**config.mk**
```make
export PLATFORM = sky130hd
export DESIGN_NAME = seg7_scan_decoder
export DESIGN_NICKNAME = d
export VERILOG_FILES = /design/src/rtl/seg7_pkg.sv /design/src/rtl/seg7_to_bcd.sv /design/src/rtl/seg7_scan_decoder.sv
export SDC_FILE = /design/constraint.sdc
export NUM_CORES = 1
export LEC_CHECK = 0
export CAP_MARGIN = 25
export CORE_UTILIZATION = 25
export DETAILED_ROUTE_END_ITERATION = 12
export PLACE_DENSITY_LB_ADDON = 0.1
export SYNTH_ARGS = -nofsm -noshare
export SYNTH_HDL_FRONTEND = slang
export SYNTH_SLANG_ARGS = --single-unit
```
**constraint.sdc**
```tcl
create_clock -name clk_i -period 2.8 [get_ports clk_i]
set_input_delay 0.28 -clock clk_i [delete_from_list [all_inputs] [get_ports clk_i]]
set_output_delay 0.28 -clock clk_i [all_outputs]
set_load 0.05 [all_outputs]
```
**src/rtl/seg7_pkg.sv**
```systemverilog
// Shared 7-segment tables and decoder state types.
// The encoder uses the same SEG_* constants so the two tables stay in sync.
package seg7_pkg;

    // Active-low segment patterns, bit6=a ... bit0=g
    localparam logic [6:0] SEG_0     = 7'b0000001;
    localparam logic [6:0] SEG_1     = 7'b1001111;
    localparam logic [6:0] SEG_2     = 7'b0010010;
    localparam logic [6:0] SEG_3     = 7'b0000110;
    localparam logic [6:0] SEG_4     = 7'b1001100;
    localparam logic [6:0] SEG_5     = 7'b0100100;
    localparam logic [6:0] SEG_6     = 7'b0100000;
    localparam logic [6:0] SEG_7     = 7'b0001111;
    localparam logic [6:0] SEG_8     = 7'b0000000;
    localparam logic [6:0] SEG_9     = 7'b0000100;
    localparam logic [6:0] SEG_BLANK = 7'b1111111;

    localparam logic [3:0] CODE_BLANK = 4'hF;
    localparam logic [3:0] CODE_ERR   = 4'hE;

    typedef enum logic [1:0] {
        IDLE,
        TRACK,
        HELD
    } state_e;

endpackage

```
**src/rtl/seg7_to_bcd.sv**
```systemverilog
// Combinational active-low segment pattern to BCD code decoder.
// Blank maps to CODE_BLANK; anything unrecognised maps to CODE_ERR with err set.
module seg7_to_bcd
    import seg7_pkg::*;
(
    input  logic [6:0] seg_i,
    output logic [3:0] code_o,
    output logic       err_o
);

    // Table lookup with illegal-pattern fallback
    always_comb begin
        code_o = CODE_ERR;
        err_o  = 1'b1;
        case (seg_i)
            SEG_0:     begin code_o = 4'd0;       err_o = 1'b0; end
            SEG_1:     begin code_o = 4'd1;       err_o = 1'b0; end
            SEG_2:     begin code_o = 4'd2;       err_o = 1'b0; end
            SEG_3:     begin code_o = 4'd3;       err_o = 1'b0; end
            SEG_4:     begin code_o = 4'd4;       err_o = 1'b0; end
            SEG_5:     begin code_o = 4'd5;       err_o = 1'b0; end
            SEG_6:     begin code_o = 4'd6;       err_o = 1'b0; end
            SEG_7:     begin code_o = 4'd7;       err_o = 1'b0; end
            SEG_8:     begin code_o = 4'd8;       err_o = 1'b0; end
            SEG_9:     begin code_o = 4'd9;       err_o = 1'b0; end
            SEG_BLANK: begin code_o = CODE_BLANK; err_o = 1'b0; end
            default:   begin code_o = CODE_ERR;   err_o = 1'b1; end
        endcase
    end

endmodule

```
**src/rtl/seg7_scan_decoder.sv**
```systemverilog
// Multiplexed 7-segment bus monitor: debounces each digit dwell,
// decodes it back to BCD and reports complete frames with a valid pulse.
module seg7_scan_decoder
    import seg7_pkg::*;
#(
    parameter int NUM_DIGITS = 6,
    parameter int STABLE_CYC = 4
) (
    input  logic                    clk_i,
    input  logic                    rst_n_i,
    input  logic                    sample_en_i,
    input  logic [NUM_DIGITS-1:0]   an_i,
    input  logic [6:0]              seg_i,
    output logic [4*NUM_DIGITS-1:0] digits_o,
    output logic [NUM_DIGITS-1:0]   digit_err_o,
    output logic                    frame_valid_o,
    output logic                    frame_err_o
);

    localparam int CW = $clog2(STABLE_CYC + 1);
    localparam int IW = (NUM_DIGITS > 1) ? $clog2(NUM_DIGITS) : 1;

    state_e                  state_q, state_d;
    logic [NUM_DIGITS-1:0]   ref_an_q, ref_an_d;
    logic [6:0]              ref_seg_q, ref_seg_d;
    logic [CW-1:0]           cnt_q, cnt_d;
    logic [NUM_DIGITS-1:0]   seen_q, seen_d;
    logic [4*NUM_DIGITS-1:0] digits_q, digits_d;
    logic [NUM_DIGITS-1:0]   digit_err_q, digit_err_d;
    logic                    frame_valid_q, frame_valid_d;
    logic                    frame_err_q, frame_err_d;

    logic [NUM_DIGITS-1:0]   an_low;
    logic                    qual;
    logic                    same;
    logic                    capture;
    logic [IW-1:0]           ref_idx;
    logic [3:0]              dec_code;
    logic                    dec_err;

    seg7_to_bcd u_dec (
        .seg_i  (ref_seg_q),
        .code_o (dec_code),
        .err_o  (dec_err)
    );

    // Qualified sample: strobe present and exactly one anode driven low
    always_comb begin
        an_low = ~an_i;
        qual   = sample_en_i
               && (an_low != '0)
               && ((an_low & (an_low - NUM_DIGITS'(1))) == '0);
        same   = (an_i == ref_an_q) && (seg_i == ref_seg_q);
    end

    // Encode the slot index of the low bit in the reference anode word
    always_comb begin
        ref_idx = '0;
        for (int i = 0; i < NUM_DIGITS; i++) begin
            if (!ref_an_q[i]) ref_idx = IW'(i);
        end
    end

    // Dwell tracking FSM: next state, reference reload and run counter
    always_comb begin
        state_d   = state_q;
        ref_an_d  = ref_an_q;
        ref_seg_d = ref_seg_q;
        cnt_d     = cnt_q;
        capture   = 1'b0;
        if (sample_en_i) begin
            unique case (state_q)
                IDLE: begin
                    if (qual) begin
                        ref_an_d  = an_i;
                        ref_seg_d = seg_i;
                        cnt_d     = CW'(1);
                        state_d   = TRACK;
                    end
                end
                TRACK: begin
                    if (!qual) begin
                        cnt_d   = '0;
                        state_d = IDLE;
                    end else if (same) begin
                        if (cnt_q != CW'(STABLE_CYC)) cnt_d = cnt_q + CW'(1);
                        if (cnt_q == CW'(STABLE_CYC - 1)) begin
                            capture = 1'b1;
                            state_d = HELD;
                        end
                    end else begin
                        ref_an_d  = an_i;
                        ref_seg_d = seg_i;
                        cnt_d     = CW'(1);
                    end
                end
                HELD: begin
                    if (!qual) begin
                        cnt_d   = '0;
                        state_d = IDLE;
                    end else if (!same) begin
                        ref_an_d  = an_i;
                        ref_seg_d = seg_i;
                        cnt_d     = CW'(1);
                        state_d   = TRACK;
                    end
                end
                default: begin
                    cnt_d   = '0;
                    state_d = IDLE;
                end
            endcase
        end
    end

    // Capture registers, seen tracking and frame completion
    always_comb begin
        digits_d      = digits_q;
        digit_err_d   = digit_err_q;
        seen_d        = seen_q;
        frame_valid_d = 1'b0;
        frame_err_d   = frame_err_q;
        if (capture) begin
            for (int i = 0; i < NUM_DIGITS; i++) begin
                if (IW'(i) == ref_idx) begin
                    digits_d[4*i +: 4] = dec_code;
                    digit_err_d[i]     = dec_err;
                    seen_d[i]          = 1'b1;
                end
            end
            if (&seen_d) begin
                frame_valid_d = 1'b1;
                frame_err_d   = |digit_err_d;
                seen_d        = '0;
            end
        end
    end

    // State registers with synchronous active-low reset
    always_ff @(posedge clk_i) begin
        if (!rst_n_i) begin
            state_q       <= IDLE;
            ref_an_q      <= '1;
            ref_seg_q     <= SEG_BLANK;
            cnt_q         <= '0;
            seen_q        <= '0;
            digits_q      <= {NUM_DIGITS{CODE_BLANK}};
            digit_err_q   <= '0;
            frame_valid_q <= 1'b0;
            frame_err_q   <= 1'b0;
        end else begin
            state_q       <= state_d;
            ref_an_q      <= ref_an_d;
            ref_seg_q     <= ref_seg_d;
            cnt_q         <= cnt_d;
            seen_q        <= seen_d;
            digits_q      <= digits_d;
            digit_err_q   <= digit_err_d;
            frame_valid_q <= frame_valid_d;
            frame_err_q   <= frame_err_d;
        end
    end

    assign digits_o      = digits_q;
    assign digit_err_o   = digit_err_q;
    assign frame_valid_o = frame_valid_q;
    assign frame_err_o   = frame_err_q;

endmodule

```
==> results.py <==
metrics = {
    "logic_synthesis": {
        "yosys-top-cells-area": "dfxtp_1, mux2i_1, nor2_1",
        "syn_area_per_cell_um2": 8.61,
        "ys.warnings.count": 0,
        "yosysMostFrequentCell": "dfxtp_1",
        "synth_edf_count": 0,
        "synthTopCellsByCount": "dfxtp_1, nor2_1, nand2_1, mux2i_1, o21ai_0",
        "yosysTopAreaCell": "dfxtp_1",
        "syn_area_mm2": 0.00318,
        "synth_top_area_share_pct": 35.3,
        "ys_ff_latch": 56,
        "syn-num-nets": 392,
        "ys.flop_type": "dfxtp_1",
        "ys_seq_area_share_pct": 35.3,
        "synthDistinctLibCells": 51,
        "synthArstFlopShare_pct": 0,
        "synthCells": 369,
    },
    "route": {
        "via_per_inst": 4.69,
        "ant_nets": 0,
        "vias": 2769,
        "dr.first_iter.drc_count": 110,
        "routed_wl_um": 9070,
        "wl_per_cell_um": 15.3,
        "drt_first_pass_iters": 4,
        "drc": 0,
    },
    "global_routing": {
        "antenna_found_initial": 0,
        "grt_max_degree": 30,
        "grt_pass1_wl_um": 14800,
        "grt_use_total_pct": 14.8,
        "grt_overflow": 0,
        "grt_pass1_vias": 2737,
    },
    "clock_network": {
        "cts.clk_slew.worst_paths_ns": 0.08,
        "clk_latency_ns": 0.31,
        "cts_tree": "built",
        "post_cts_buffers": 0,
        "ctsHoldBuffers": 0,
        "cts_resized": 0,
        "cts_max_path_buffers": 2,
        "cts_buffers": 5,
        "clock-root-buffer": "clkbuf_16",
        "clock_sinks": 56,
        "htree_levels": 2,
    },
    "worst_setup_path": {
        "path_max_fanout": 13,
        "r2r-start": "ref_seg_q[5]",
        "reg2regPathDepth": 6,
        "cp.arrival_ns": 2.69,
        "critPathRequiredTime_ns": 3.03,
        "crit_path_start_kind": "register",
        "cp-end-kind": "register",
        "worstSetupPathType": "register to register",
        "r2r_end": "state_q[0]",
        "rrSetupSlack_ns": 0.35,
    },
    "power_and_ir_drop": {
        "p_sw_share_pct": 27.8,
        "cell_internal_pwr_uw": 1250,
        "switching_power_uw": 482,
        "p_seq_share_pct": 47.7,
        "combPwrFrac_pct": 13.5,
        "power_frac_clock_pct": 38.9,
        "powerDensity_mw_per_mm2": 423,
        "ir_worst_vdd_mv": 0.312,
        "p_leak_uw": 0.00141,
    },
    "final_layout": {
        "syn2layout_area_growth_pct": 29.1,
        "antenna_cells": 0,
        "fin_cells": 591,
        "final_nets": 445,
        "fillers": 1322,
        "drive_above_1_share_pct": 11.6,
    },
    "floorplan": {
        "die-height_um": 115,
        "dieArea_mm2": 0.0132,
        "core_area_mm2": 0.0122,
        "num_rows": 40,
        "pin_count": 48,
        "floorplan.initialDensity_pct": 26.0,
        "fp.dieW_um": 115,
    },
    "sta": {
        "setup_violations": 0,
        "skew_ns": 0.0104,
        "finalSetupTns_ns": 0,
        "hold_viol": 0,
        "drv_slew": 0,
        "worstMarginPinSlew_ns": 0.599,
        "slew_headroom_pct": 59.9,
        "rsz0062_at_grt": "false",
        "period_share_pct": 87.6,
        "period_minus_slack_ns": 2.45,
        "max_freq_ghz": 0.408,
    },
    "min_path": {
        "whs_endpoint": "seen_q[2]",
        "hold_depth": 1,
        "hp-class": "register to register",
        "min_from": "seen_q[2]",
    },
    "placement": {
        "portBuffers": 47,
        "dp.cells": 583,
        "hpwl_um": 6700,
        "place_congestion": 0.802,
    },
    "run_status": {
        "outcome": "finished clean",
    },
    "flow_run": {
        "max-cap-violations": 0,
    },
}
per-stage QoR:
stage	hold slack [ns]	worst slack (ns)	utilization [%]	cell area (um2)	power [uW]
floorplan	0.435	0.691	-	3180	993
global placement	0.450	0.177	32.3	3940	1080
detailed placement	0.451	0.101	32.3	3940	1080
CTS	0.470	0.347	33.6	4100	1770
global route	0.504	0.166	33.6	4100	1830
finish	0.464	0.347	33.6	4100	1730
flip-flops by register name (all words and copies together), names as in the netlist:
name	cells
digits_o	24
ref_seg_q	7
digit_err_o	6
ref_an_q	6
seen_q	6
cnt_q	3
state_q	2
frame_err_o	1
frame_valid_o	1
metal layers:
metal,vias to the layer above,share of wire (%),track usage [%]
li1,1422,-,-
met1,1295,48,19.1
met2,45,47,24.6
met3,7,3.2,3.02
met4,0,1.5,4.94
met5,-,0,0
placed cells by master (no fill, tap or decap), types with 8 or more instances in the layout:
master and n:
dfxtp_1 56, clkdlybuf4s50_1 47, nor2_1 45, nand2_1 38, mux2i_1 33, o21ai_0 22
buf_4 22, a21oi_1 16, xnor2_1 14, inv_1 12, nand3_1 12, nor3_1 8
worst max-delay path by stage:
stage | from | slack [ns] | cells after the start | end
2_1_floorplan | an_i[0] | 0.69 | 8 | state_q[0]
3_3_place_gp | an_i[1] | 0.18 | 8 | frame_err_o
3_5_place_dp | an_i[3] | 0.10 | 7 | state_q[0]
4_1_cts | ref_seg_q[5] | 0.35 | 6 | state_q[0]
5_1_grt | ref_seg_q[5] | 0.17 | 6 | state_q[0]
6_report | ref_seg_q[5] | 0.35 | 6 | state_q[0]
power by group through the flow:
stage | clock [uW] | sequential (uW) | combinational, uW
6_report | 674 | 826 | 233
5_1_grt | 735 | 830 | 260
4_1_cts | 702 | 826 | 237
3_5_place_dp | 0 | 845 | 236
3_3_place_gp | 0 | 845 | 237
2_1_floorplan | 0 | 834 | 158
logic make-up after synthesis:
logic type | count (synthesis) | share of synthesized area, %
flops | 56 | 35.3
fa+ha+maj | 7 | 2.76
simple gates | 139 | 20.7
compound gates | 81 | 21.1
buf+inv | 37 | 5.24
mux | 34 | 10.8
xor+xnor | 15 | 4.14
final cells by class:
type | count | area, um2 | area share (%)
clock buffers | 5 | 125 | 3.05
clock inverters | 3 | 33.8 | 0.824
inverters | 12 | 45.0 | 1.10
multi-input cells | 276 | 1890 | 46.1
flip-flops and latches | 56 | 1120 | 27.4
well taps | 168 | 210 | 5.13
repair buffers | 71 | 676 | 16.5
critical path, cell delays in order (launching register included):
cell and delay (ns):
dfxtp_1 0.58, xnor2_1 0.20, nand4_1 0.13, or2_2 0.45, or4_1 0.54, a31oi_1 0.28, mux2i_1 0.21
No activity file was read; power rests on OpenSTA's default activity.
